<file path="src/rtl/byte_serial_adder_ctrl.sv">
// Byte-serial add/subtract controller: one 8-bit slice adder reused over
// NBYTES cycles, LSB first, with the carry held in a register between bytes.
module byte_serial_adder_ctrl #(
  parameter int NBYTES = 3
) (
  input  logic                  i_clk,
  input  logic                  i_rst,
  input  logic                  i_start,
  input  logic                  i_op,
  input  logic [8*NBYTES-1:0]   i_a,
  input  logic [8*NBYTES-1:0]   i_b,
  output logic                  o_ready,
  output logic                  o_busy,
  output logic                  o_done,
  output logic [8*NBYTES-1:0]   o_result,
  output logic                  o_cout
);
  localparam int W  = 8 * NBYTES;
  localparam int CW = $clog2(NBYTES);

  typedef enum logic [1:0] {S_IDLE, S_RUN, S_DONE} state_t;

  state_t         r_state, w_next;
  logic [W-1:0]   r_a, r_b, r_result;
  logic           r_op, r_carry, r_cout;
  logic [CW-1:0]  r_idx;
  logic           w_accept, w_last;
  logic [7:0]     w_b_byte;
  logic [8:0]     w_sum;

  // Operands shift down one byte per RUN cycle so the slice always sees bit 0.
  assign w_b_byte = r_b[7:0] ^ {8{r_op}};
  assign w_sum    = {1'b0, r_a[7:0]} + {1'b0, w_b_byte} + {8'd0, r_carry};
  assign w_last   = (r_idx == CW'(NBYTES - 1));
  assign w_accept = i_start & o_ready;

  always_ff @(posedge i_clk or posedge i_rst) begin
    if (i_rst) r_state <= S_IDLE;
    else       r_state <= w_next;
  end

  always_comb begin
    w_next  = r_state;
    o_ready = 1'b0;
    o_busy  = 1'b0;
    o_done  = 1'b0;
    case (r_state)
      S_IDLE: begin
        o_ready = 1'b1;
        if (i_start) w_next = S_RUN;
      end
      S_RUN: begin
        o_busy = 1'b1;
        if (w_last) w_next = S_DONE;
      end
      S_DONE: begin
        o_ready = 1'b1;
        o_done  = 1'b1;
        w_next  = i_start ? S_RUN : S_IDLE;
      end
      default: w_next = S_IDLE;
    endcase
  end

  always_ff @(posedge i_clk or posedge i_rst) begin
    if (i_rst) begin
      r_a      <= '0;
      r_b      <= '0;
      r_op     <= 1'b0;
      r_carry  <= 1'b0;
      r_idx    <= '0;
      r_result <= '0;
      r_cout   <= 1'b0;
    end else if (w_accept) begin
      r_a     <= i_a;
      r_b     <= i_b;
      r_op    <= i_op;
      r_carry <= i_op;
      r_idx   <= '0;
    end else if (o_busy) begin
      r_a     <= r_a >> 8;
      r_b     <= r_b >> 8;
      r_carry <= w_sum[8];
      for (int k = 0; k < NBYTES; k++)
        if (r_idx == CW'(k)) r_result[8*k +: 8] <= w_sum[7:0];
      if (w_last) r_cout <= w_sum[8];
      else        r_idx  <= r_idx + 1'b1;
    end
  end

  assign o_result = r_result;
  assign o_cout   = r_cout;
endmodule

</file>
<file path="config.mk">
export PLATFORM = sky130hd
export DESIGN_NAME = byte_serial_adder_ctrl
export DESIGN_NICKNAME = d
export VERILOG_FILES = /design/src/rtl/byte_serial_adder_ctrl.sv
export SDC_FILE = /design/constraint.sdc
export NUM_CORES = 1
export LEC_CHECK = 0
export CORE_MARGIN = 5
export CORE_UTILIZATION = 52
export CTS_BUF_LIST = sky130_fd_sc_hd__clkbuf_8
export CTS_CLUSTER_SIZE = 30
export DETAILED_ROUTE_END_ITERATION = 7
export PLACE_DENSITY = 0.86
export SYNTH_ARGS = -nofsm -noshare
export SYNTH_HDL_FRONTEND = slang
export SYNTH_SLANG_ARGS = --single-unit
export TNS_END_PERCENT = 20
</file>
<file path="constraint.sdc">
create_clock -name i_clk -period 3.43 [get_ports i_clk]
set_input_delay 0.686 -clock i_clk [delete_from_list [all_inputs] [get_ports i_clk]]
set_output_delay 0.686 -clock i_clk [all_outputs]
set_load 0.02 [all_outputs]
</file>
---- After elaboration in Yosys (flattened, before gate mapping) ----
Cells that the tools add are included.
Widths: inputs -> output; s select.
word-level totals
  flip-flop bits (word level) ............. 79
  input bits .............................. 52
  output and inout bits ................... 28
  logic and storage cells ................. 48
cells by class
  add/sub/neg operators ................... 3
  eq/ne operators ......................... 7
  muxes and demuxes ....................... 16
  bitwise gates (word level) .............. 3
  reductions and logical operators ........ 9
operator list
  kind                 number
  $mux 24              4
  $mux 2               5
  $add 8x8->9          1
  $add 9x1->9          1
  $reduce_and 3->1     3
  $xor 8x8->8          1
  $mux 1               6
  $ne 2x2->1 const B   3
  $pmux 2 s3           1
  $eq 2x1->1 const B   2
  $eq 2x2->1 const B   2
  $logic_not 2->1      2
  $reduce_and 2->1     2
  $add 2x1->2 const B  1
  $reduce_bool 2->1    1
  $reduce_or 2->1      1
  $and 1x1->1          1
  $not 1->1            1

---- Logic depth before layout (Yosys ltp) ----
Gate-level depths: netlist of the first run.
  depth in word-level cells ............... 6
  depth in mapped cells ................... 9

---- Least setup slack after synthesis of the first run ----
Ideal clock, no wire load.
  path type ............................... reg-to-reg
  start point ............................. register r_op
  end point ............................... register r_result[6], in the netlist o_result[6]
  library setup time ...................... 0.095 ns
  data arrival time ....................... 2.320 ns
  path slack .............................. 1.015 ns
  cell stages (with the launch flop) ...... 10
  buffers on the path ..................... 1
  cells stage by stage .................... dfrtp_1 > clkbuf_1 > xnor2_1 > fa_1 > fa_1 > nor2b_1 > o21ai_0 > a21oi_1 > nor3_1 > o31ai_1
on the way
  word-level cells in the longest chain between the ends .. 3
ends and longest elaborated chain
  what                           RTL line  source
  start, declared                25        logic r_op, r_carry, r_cout;
  start signal, assigned         77        r_op <= i_op;
  $xor 8x8->8                    32        assign w_b_byte = r_b[7:0] ^ {8{r_op}};
  $add 8x8->9                    33        assign w_sum = {1'b0, r_a[7:0]} + {1'b0, w_b_byte} + {8'd0, r_carry};
  $add 9x1->9                    33
  end signal, assigned by index  85        if (r_idx == CW'(k)) r_result[8*k +: 8] <= w_sum[7:0];
  end, declared                  24        logic [W-1:0] r_a, r_b, r_result;
No other way between the ends.
A chain may end at the register's enable or synchronous reset.

---- Worst setup path in the final report of the first run ----
  start point ............................. register r_op
  end point ............................... register r_result[14], in the netlist o_result[14]
Same word-level chain as after synthesis.

==> results of run 1 <==
metrics by stage:
stage                     std cells  power [mW]  utilization  setup slack [ns]  cell area (um2)
final                           500       4.882       0.6860            0.8373             4583
after detailed placement        484       4.205       0.6566            0.8715             4387
after floorplan                 340       3.367            -            0.7206             3527
after CTS                       500       4.902       0.6860            0.8494             4583
after global placement          484       4.076       0.6566             1.032             4387
after global routing            500       5.278       0.6860            0.6665             4583
sequential cells by signal (all words and copies together) (netlist names):
register / flops
o_cout: 1
r_op: 1
r_idx: 2
o_result: 24
r_b: 24
r_state: 2
r_a: 24
r_carry: 1
metal layers:
layer | GRT usage | vias up
met4 | 0.1064 | 0
met3 | 0.04955 | 18
met2 | 0.2973 | 110
met1 | 0.2565 | 1326
li1 | - | 1325
met5 | 0 | -
critical path, delay by kind of cell, from the launching register on:
family | cells | cell delay, ns
AO/OA/AOI/OAI | 3 | 0.67
XOR/XNOR | 1 | 0.20
AND/OR/NAND/NOR | 2 | 0.25
flip-flops | 1 | 0.53
adder cells (fa/ha/maj) | 2 | 0.83
power groups by stage:
stage / Clock [mW] / Sequential [mW] / Combinational [mW]
floorplan: 0 / 1.71 / 1.66
global placement: 0 / 1.60 / 2.47
detailed placement: 0 / 1.62 / 2.58
CTS: 0.697 / 1.61 / 2.60
global route: 0.739 / 1.66 / 2.88
finish: 0.683 / 1.61 / 2.59
cell usage after synthesis (2+ instances only):
master,n,area share
a21o_1,3,0.0064
a21oi_1,8,0.011
a221o_1,2,0.0057
a22o_1,16,0.040
a22oi_1,26,0.055
buf_2,4,0.0057
clkbuf_1,15,0.016
dfrtp_1,79,0.56
fa_1,2,0.011
ha_1,10,0.035
inv_1,11,0.012
mux2_2,4,0.013
mux2i_1,6,0.017
nand2_1,83,0.088
nand2b_1,2,0.0035
nor2_1,7,0.0075
nor2b_1,3,0.0053
nor3_1,4,0.0057
o21ai_0,30,0.043
o31ai_1,2,0.0043
xnor2_1,4,0.0099
xor2_1,9,0.022
area by class of cell:
| class | instances | area [um2] |
|---|---|---|
| clock buffers | 9 | 123.9 |
| inverters | 11 | 42.54 |
| clock inverters | 7 | 72.57 |
| multi-input cells | 230 | 1439 |
| well taps | 80 | 100.1 |
| repair buffers | 84 | 828.3 |
| fillers | 493 | 2098 |
| flip-flops and latches | 79 | 1977 |
placed cells by master, fill, tap and decap left out, drive strengths merged:
| cell | n |
|---|---|
| a21o | 3 |
| a21oi | 8 |
| a221o | 2 |
| a22o | 16 |
| a22oi | 26 |
| buf | 5 |
| bufinv | 1 |
| clkbuf | 9 |
| clkdlybuf4s50 | 79 |
| clkinv | 4 |
| clkinvlp | 2 |
| dfrtp | 79 |
| fa | 2 |
| ha | 10 |
| inv | 11 |
| mux2 | 4 |
| mux2i | 6 |
| nand2 | 83 |
| nand2b | 2 |
| nand3 | 1 |
| nand4b | 1 |
| nor2 | 7 |
| nor2b | 3 |
| nor3 | 4 |
| o2111ai | 1 |
| o211ai | 1 |
| o21a | 1 |
| o21ai | 30 |
| o311a | 1 |
| o31ai | 2 |
| or2 | 2 |
| or2b | 1 |
| xnor2 | 4 |
| xor2 | 9 |
cell families after synthesis:
group                      count (synthesis)  share of synthesized area
and+or+nand+nor                          104                     0.1199
muxes                                     10                    0.02980
adders and majority gates                 12                    0.04683
DFF                                       79                     0.5605
AOI/OAI and AO/OA                         91                     0.1763
buffers and inverters                     31                    0.03441
xor gates and xnor gates                  13                    0.03228
path summary, 6_finish.rpt:
check / from / endpoint / slack [ns] / cells past startpoint
worst max-delay path: r_op / o_result[14] / 0.84 / 8
worst min-delay path: r_b[12] / r_b[12] / 0.48 / 2
worst max register to register: r_op / o_result[14] / 0.84 / 8
worst min register to register: r_b[12] / r_b[12] / 0.48 / 2
max in group asynchronous: i_rst / o_result[3] / 1.84 / 3
min in group asynchronous: i_rst / o_result[14] / 0.86 / 2
==> summary.md, run 1 <==
| Metric | Value |
|---|---|
| Status | finished clean |
| First-iteration detailed-routing DRC count | 177 |
| Slew Viols, Final | 0 |
| Crit Path Category | reg -> reg |
| Part of the Yosys area used for sequential elements | 0.5605 |
| Async S/R FF share, synth | 1.000 |
| Clock transition at the registers of the reported paths | 0.09 ns |
| CTS root buffer | clkbuf_8 |
| Initial Utilization | 0.5279 |
| Sw Ratio | 0.4305 |
| Number of buffers created by CTS | 9 |
| Startpoint types | register |
| Met2 wire len | 3717 um |
| Met3 routed WL | 596 um |
| TritonCTS clock tree | done |
| Via-per-instance ratio | 5.558 |
| Netlist cell types | 32 |
| YS warnings | 0 |
| Critical Path End Type | register |
| Leak pwr | 2.155 nW |
| DR pass1 iterations | 5 |
| Detailed Route WL | 7739 um |
| Max_cap viols | 0 |
| Crit-path most repeated cell | fa_1 |
| Final #Nets | 479 |
| Internal | 2.781 mW |
| Layout Skew | 0.01248 ns |
| WL/cell | 15.48 um |
| Final Cycle Share | 0.7559 |
| I/O Pins | 80 |
| Clock power share | 0.140 |
| Post-synth EDFFs | 0 |
| Vias in the first global route | 2752 |
| Clock tree buffer depth | 2 |
| Tightest Pin Transition | 1.009 ns |
| GR Overflow Total | 0 |
| CP Data Arrival Time | 2.83 ns |
| Num rows | 30 |
| # hold bufs at CTS | 0 |
| RSZ-0062 raised after global routing | no |
| Die H | 92.36 um |
| Logic pwr share | 0.531 |
| WHS | 0.4836 ns |
| Global-route wire length before repair | 13160 um |
| Syn_nets | 404 |
| Total global-route track usage | 0.1954 |
| Critical Path RT | 3.67 ns |
| Final antenna-violating net count | 0 |
| Area grow syn2layout | 29.94% |
| Top_reg_cell synth | dfrtp_1 |
| CP Cell Sequence | xnor2_1, fa_1, fa_1, nor2b_1, o21ai_0, a21oi_1, nor3_1, o31ai_1 |
| FMAX | 385.7 MHz |
| CP max-delay cell | dfrtp_1 |
| Port bufs | 79 |
| Post-DP HPWL | 5636 um |
| Initial antenna violation count | 0 |
| FF+latch count, synth | 79 |
| Core box area | 6681 um2 |
| Hold Vio Cnt, Final | 0 |
| Post_cts resized | 0 |
| H-Tree Depth | 3 |
| Relative slew slack | 0.3275 |
| Cells after Synth | 340 |
| Cell Pwr Density | 1065 nW/um2 |
| Clock Latency Late Sink | 0.36 ns |
| Largest net degree at the start of global routing | 62 |
| Post-layout minimum cycle time | 2.593 ns |
| Worst-path fanout max | 9 |
| Sw Pwr | 2.101 mW |
| Post-CTS Setup Repair Bufs | 0 |
| Antenna diode count | 0 |
| HP Class | reg -> reg |
| Placer congestion estimate | 0.8571 |
| Drt drc | 0 |
| Post-Route M1 WL | 3249 um |
| Share of layout cells above drive strength 1 | 0.07143 |
| Vias | 2779 |
| Flop pwr share | 0.329 |
| Maximum vdd drop | 446.7 uV |
| Post-Route Setup TNS | 0 ns |
| Die footprint | 8530 um2 |
| Clock Sinks | 79 |
| Delay of the slowest cell on the worst path | 0.53 ns |
| Final setup vio count | 0 |
| Mapped Area | 3527 um2 |
| Top sig layer | met4 |
| Die width | 92.36 um |
| Syn Area/Cell | 10.37 um2 |
(Power assumes the default switching activity.)
==> run 2: changes to the inputs <==
==> constraint.sdc (replaced) <==
create_clock -name i_clk -period 2.4 [get_ports i_clk]
set_input_delay 0.48 -clock i_clk [delete_from_list [all_inputs] [get_ports i_clk]]
set_output_delay 0.48 -clock i_clk [all_outputs]
set_load 0.02 [all_outputs]
==> run 2 against run 1 <==
- fmax rose by 11%
- combinational power grew 49%
- power increased by 48%
- register-to-register slack worse by 0.78 ns
- cell area is 2.3% higher
- via count decreased by 0.36%
- core utilization rose by 1.6 points
- largest cell class unchanged
- largest power group unchanged
==> summary.md, run 2 (synthesized netlist as in run 1, its figures left out) <==
| Metric | Value |
|---|---|
| CP top delay family | compound AO/OA/AOI/OAI gates |
| Commonest non-fill, non-tap cell in the layout | nand2_1 |
| Leak pwr | 2.198 nW (+2.0%) |
| Relative slew slack | 0.6731 (+0.3456) |
| Max_cap viols | 0 (unchanged) |
| Post-layout minimum cycle time | 2.340 ns (-0.2529 ns) |
| Hold Vio Cnt, Final | 0 (unchanged) |
| Maximum vdd drop | 630.7 uV (+41%) |
| Drt drc | 0 (unchanged) |
| Setup ws final | 0.06028 ns (-0.7771 ns) |
| Core box area | 6681 um2 (unchanged) |
| Post-Layout Inst Area | 4691 um2 (+2.3%) |
| WL/cell | 15.93 um (+2.9%) |
| Sw Ratio | 0.4192 (-0.01123) |
| Placer congestion estimate | 0.8123 (-5.2%) |
| Largest net degree at the start of global routing | 47 (-24%) |
| Clock Latency Late Sink | 0.34 ns (-0.02 ns) |
| Area grow syn2layout | 32.99% |
| Place WS | 0.01182 ns (-0.8597 ns) |
| WHS | 0.4671 ns (-0.01655 ns) |
| Clock tree buffer depth | 2 (unchanged) |
| RSZ-0062 raised after global routing | yes |
| Post-DP Area | 4452 um2 (+1.5%) |
| Crit Path Category | reg -> reg |
| FMAX | 427.4 MHz (+11%) |
| Port bufs | 79 (unchanged) |
| CP Data Arrival Time | 2.57 ns (-0.26 ns) |
| Initial Utilization | 0.5279 (unchanged) |
| Vias in the first global route | 2875 (+4.5%) |
| HP Class | in -> async |
| Layout Skew | 0.01061 ns (-0.001874 ns) |
| Most frequent cells in the layout | 83 x nand2_1, 79 x dfrtp_1, 78 x clkdlybuf4s50_1, 30 x o21ai_0, 26 x a22oi_1 |
| Logic pwr share | 0.535 (+0.004) |
| TritonCTS clock tree | done |
| Clock transition at the registers of the reported paths | 0.08 ns (about the same) |
| Flop pwr share | 0.316 (-0.013) |
| Via-per-instance ratio | 5.494 (-1.2%) |
| Initial antenna violation count | 0 (unchanged) |
| Sw Pwr | 3.023 mW (+44%) |
| Final Cycle Share | 0.9749 (+0.2190) |
| Slew Viols, Final | 0 (unchanged) |
| Critical Path End Type | register |
| Tightest Pin Transition | 0.4892 ns (-0.5195 ns) |
| Delay of the slowest cell on the worst path | 0.44 ns (-0.09 ns) |
| Die H | 92.36 um (unchanged) |
| Total chip power | 7.211 mW (+48%) |
| Internal | 4.188 mW (+51%) |
| Share of layout cells above drive strength 1 | 0.08962 (+0.01819) |
| Worst-path fanout max | 7 (-2) |
| Post-Route Setup TNS | 0 ns (unchanged) |
| Final #Nets | 484 (+1.0%) |
| Total global-route track usage | 0.2003 (+0.004907) |
| Global-route wire length before repair | 13570 um (+3.1%) |
| Fin cells | 504 (+0.80%) |
| Startpoint types | register |
| Final antenna-violating net count | 0 (unchanged) |
| Cell Pwr Density | 1537 nW/um2 (+44%) |
| Die width | 92.36 um (unchanged) |
| Critical Path RT | 2.63 ns (-1.04 ns) |
| Detailed Route WL | 8030 um (+3.8%) |
| Final Core Density | 0.7021 (+0.01611) |
| Num rows | 30 (unchanged) |
| # hold bufs at CTS | 0 (unchanged) |
| Post-DP HPWL | 5855 um (+3.9%) |
| Post-CTS Setup Repair Bufs | 0 (unchanged) |
| Crit path buf inv count | 1 (+1) |
| Clock Sinks | 79 (unchanged) |
| Dpl cells | 489 (+1.0%) |
| Clock power share | 0.149 (+0.009) |
| Fillers | 485 (-1.6%) |
| Status | finished clean |
| DR pass1 iterations | 4 (-1) |
| Number of buffers created by CTS | 9 (unchanged) |
| CTS root buffer | clkbuf_8 |
| CP Cell Sequence | buf_12, xor2_1, ha_1, o211ai_2, a21oi_1, or2_1, o311a_1, mux2_2 |
| First-iteration detailed-routing DRC count | 180 (+1.7%) |
| Antenna diode count | 0 (unchanged) |
| I/O Pins | 80 (unchanged) |
| GR Overflow Total | 0 (unchanged) |
| Vias | 2769 (-0.36%) |
| CP max-delay cell | dfrtp_1 |
| Die footprint | 8530 um2 (unchanged) |
| H-Tree Depth | 3 (unchanged) |
| Final setup vio count | 0 (unchanged) |
[run 2: changes by cell type in the layout (fill, tap and decap cells not counted), moves of 2 or more]
cell / delta
buf_4: +3
clkinv_2: -3
buf_12: +2
clkinvlp_4: +2
fa_1: -2
fa_2: +2
[run 2: area by class of cell]
class	instances	area, um2	share of cell area
flip-flops and latches	79	1977	0.4214
multi-input cells	230	1455	0.3102
repair buffers	89	893.4	0.1905
clock buffers	10	137.6	0.02934
well taps	80	100.1	0.02134
clock inverters	5	82.58	0.01760
inverters	11	45.04	0.009603
[run 2: power groups by stage]
stage	logic (mW)	registers, mW	clock network (mW)
2_1_floorplan	2.37	2.44	0
3_3_place_gp	3.64	2.28	0
3_5_place_dp	3.80	2.30	0
4_1_cts	3.84	2.28	1.09
5_1_grt	4.29	2.35	1.14
6_report	3.86	2.28	1.07
[run 2: per-layer routing]
metal,vias up,track usage,wire (um)
met5,-,0,0
met4,0,0.08540,161
met3,13,0.05443,583
met2,103,0.3305,3941
met1,1319,0.2480,3344
li1,1334,-,-
[run 2: path summary, 6_finish.rpt]
check	startpoint	end	slack, ns	cells after the start
worst max register to register	r_op	o_result[15]	0.06	8
worst min-delay path	i_rst	r_a[20]	0.47	2
max in group asynchronous	i_rst	r_b[12]	1.37	3
worst max-delay path	r_op	o_result[15]	0.06	8
worst min register to register	o_result[14]	o_result[14]	0.48	2
min in group i_clk	o_result[14]	o_result[14]	0.48	2
[run 2: repair_timing]
action	4_1_cts	5_1_grt
gates resized for setup	1	4
endpoints found under the setup margin	1	6
pin swaps	0	2
[run 2: worst reg2reg max path, cell delays in order (launching register included)]
cell and delay [ns]:
dfrtp_1 0.44, buf_12 0.16, xor2_1 0.15, ha_1 0.34, o211ai_2 0.16, a21oi_1 0.07, or2_1 0.25, o311a_1 0.37
mux2_2 0.28
==> run 3: changes to the inputs <==
--- a/config.mk
+++ b/config.mk
@@ -11,6 +11,7 @@
 export CTS_CLUSTER_SIZE = 30
 export DETAILED_ROUTE_END_ITERATION = 7
 export PLACE_DENSITY = 0.86
+export REMOVE_ABC_BUFFERS = 1
 export SYNTH_ARGS = -nofsm -noshare
 export SYNTH_HDL_FRONTEND = slang
 export SYNTH_SLANG_ARGS = --single-unit
==> constraint.sdc (replaced) <==
create_clock -name i_clk -period 2.4 [get_ports i_clk]
set_input_delay 0.6 -clock i_clk [delete_from_list [all_inputs] [get_ports i_clk]]
set_output_delay 0.6 -clock i_clk [all_outputs]
set_load 0.02 [all_outputs]
==> run 3 against run 2 <==
- clock skew fell by 0.0040 ns
- hold slack gained 0.013 ns
- global-route usage decreased by 0.44 points
- sequential share of layout area grew 0.21 points
- sequential power about the same
- setup slack got worse by 0.022 ns
- clock-buffer cell count unchanged
- non-clock buffer count decreased by 1
- first-iteration DRC count grew 33%
- final cell count decreased by 0.20%
- critical endpoint unchanged
==> summary.md, run 3 (synthesized netlist as in run 1, its figures left out) <==
| Metric | Value |
|---|---|
| DR pass1 iterations | 6 (+2) |
| # hold bufs at CTS | 0 (unchanged) |
| Vias in the first global route | 2783 (-3.2%) |
| Status | finished clean |
| CP Data Arrival Time | 2.59 ns (+0.02 ns) |
| Hold Vio Cnt, Final | 0 (unchanged) |
| Max_cap viols | 0 (unchanged) |
| Final Core Density | 0.6985 (-0.003558) |
| Clock tree buffer depth | 2 (unchanged) |
| Number of buffers created by CTS | 9 (unchanged) |
| WL/cell | 15.73 um (-1.3%) |
| I/O Pins | 80 (unchanged) |
| Vias | 2741 (-1.0%) |
| Critical path launch point | r_op |
| Final #Nets | 483 (-0.21%) |
| Total chip power | 7.210 mW (about the same) |
| Die footprint | 8530 um2 (unchanged) |
| Post-Layout Inst Area | 4667 um2 (-0.51%) |
| Clock Sinks | 79 (unchanged) |
| Setup ws final | 0.03831 ns (-0.02197 ns) |
| Die width | 92.36 um (unchanged) |
| Placer congestion estimate | 0.8506 (+4.7%) |
| Critical Path End Type | register |
| Logic pwr share | 0.536 (about the same) |
| Total global-route track usage | 0.1959 (-0.004385) |
| TritonCTS clock tree | done |
| Startpoint types | register |
| CP Cell Sequence | buf_4, xor2_1, ha_1, a21o_1, or2_1, o311a_1, mux2_2 |
| Drt drc | 0 (unchanged) |
| Relative slew slack | 0.3879 (-0.2852) |
| Num rows | 30 (unchanged) |
| Area grow syn2layout | 32.32% |
| Antenna diode count | 0 (unchanged) |
| Crit path buf inv count | 1 (unchanged) |
| Most frequent cells in the layout | 83 x nand2_1, 79 x dfrtp_1, 78 x clkdlybuf4s50_1, 30 x o21ai_0, 26 x a22oi_1 |
| Crit Path Category | reg -> reg |
| RSZ-0062 raised after global routing | yes |
| Sw Ratio | 0.4194 (about the same) |
| Start of the worst register-to-register path | r_op |
| FF+latch area | 1977 um2 (unchanged) |
| FMAX | 423.4 MHz (-0.93%) |
| Internal | 4.187 mW (about the same) |
| Final setup vio count | 0 (unchanged) |
| Place WS | 0.01040 ns (-0.001418 ns) |
| Clock power share | 0.147 (-0.002) |
| Initial Utilization | 0.5279 (unchanged) |
| Final Cycle Share | 0.9840 (+0.009152) |
| Worst hold start | r_b[14] |
| GR Overflow Total | 0 (unchanged) |
| Detailed Route WL | 7911 um (-1.5%) |
| Worst-path fanout max | 6 (-1) |
| Maximum vdd drop | 643.9 uV (+2.1%) |
| CP max-delay cell | dfrtp_1 |
| Layout Skew | 0.006622 ns (-0.003984 ns) |
| Cell Pwr Density | 1545 nW/um2 (+0.51%) |
| First-iteration detailed-routing DRC count | 239 (+33%) |
| Tightest Pin Transition | 0.9159 ns (+0.4268 ns) |
| Clock Latency Late Sink | 0.35 ns (about the same) |
| Initial antenna violation count | 0 (unchanged) |
| Flop pwr share | 0.316 (about the same) |
| CTS root buffer | clkbuf_8 |
| Die H | 92.36 um (unchanged) |
| CP top delay family | compound AO/OA/AOI/OAI gates |
| Global-route wire length before repair | 13240 um (-2.4%) |
| HP Class | reg -> reg |
| Port bufs | 79 (unchanged) |
| Slew Viols, Final | 0 (unchanged) |
| Fillers | 518 (+6.8%) |
| Final antenna-violating net count | 0 (unchanged) |
| Post-DP HPWL | 5606 um (-4.3%) |
| Via-per-instance ratio | 5.449 (-0.81%) |
| Leak pwr | 2.209 nW (+0.48%) |
| Largest net degree at the start of global routing | 80 (+70%) |
| Commonest non-fill, non-tap cell in the layout | nand2_1 |
| Area of the multi-input gates | 1450 um2 (-0.34%) |
| Critical Path RT | 2.63 ns (about the same) |
| H-Tree Depth | 3 (unchanged) |
| Clock transition at the registers of the reported paths | 0.08 ns (about the same) |
| Post-layout minimum cycle time | 2.362 ns (+0.02197 ns) |
| Share of layout cells above drive strength 1 | 0.08038 (-0.009244) |
| Post-DP Area | 4439 um2 (-0.28%) |
| Delay of the slowest cell on the worst path | 0.43 ns (about the same) |
| Core box area | 6681 um2 (unchanged) |
| Sw Pwr | 3.024 mW (about the same) |
==> run 3: layout make-up <==
class | count | share of cell area
Clock buffer | 10 | 0.02949
Clock inverter | 5 | 0.01582
Inverter | 11 | 0.009115
Multi-Input combinational cell | 230 | 0.3107
Sequential cell | 79 | 0.4236
Tap cell | 80 | 0.02145
Timing Repair Buffer | 88 | 0.1898
==> run 3: worst paths after layout <==
| kind | endpoint | slack [ns] | depth (start not counted) |
|---|---|---|---|
| max in group asynchronous | r_b[13] | 1.43 | 3 |
| min | r_b[14] | 0.48 | 2 |
| min reg2reg | r_b[14] | 0.48 | 2 |
| max | o_result[15] | 0.04 | 7 |
| min in group asynchronous | o_result[17] | 0.65 | 3 |
| max reg2reg | o_result[15] | 0.04 | 7 |
==> run 3: stage by stage <==
| stage | cells | TNS [ns] | hold slack [ns] |
|---|---|---|---|
| global placement | 487 | 0 | 0.4595 |
| detailed placement | 487 | 0 | 0.4634 |
| finish | 503 | 0 | 0.4800 |
| global route | 503 | -0.1314 | 0.5045 |
| CTS | 502 | 0 | 0.4829 |
| floorplan | 320 | -101.67 | 0.4468 |
==> run 3: routing by layer <==
layer / vias to the layer above / global-route usage / part of all wire
li1: 1326 / - / -
met1: 1319 / 0.2512 / 0.44
met2: 79 / 0.3251 / 0.49
met3: 17 / 0.03737 / 0.051
met4: 0 / 0.08416 / 0.021
met5: - / 0 / 0
==> run 3: tightest hold or removal path, delay by kind of cell, from the launching register on <==
family / cells / cell delay, ns
flip-flops: 1 / 0.34
AND/OR/NAND/NOR: 2 / 0.10
==> run 3: what timing repair did <==
item                       4_1_cts  5_1_grt
resized for setup                0        3
pin swaps                        1        2
setup endpoints to repair        1        8
cloned                           0        0
buffers inserted                 0        1
==> run 3: power groups by stage <==
stage          logic [mW]  registers (mW)  clock network (mW)
2_1_floorplan        2.28            2.46                   0
3_3_place_gp         3.61            2.27                   0
3_5_place_dp         3.81            2.31                   0
4_1_cts              3.83            2.28                1.07
5_1_grt              4.28            2.35                1.14
6_report             3.87            2.28                1.06
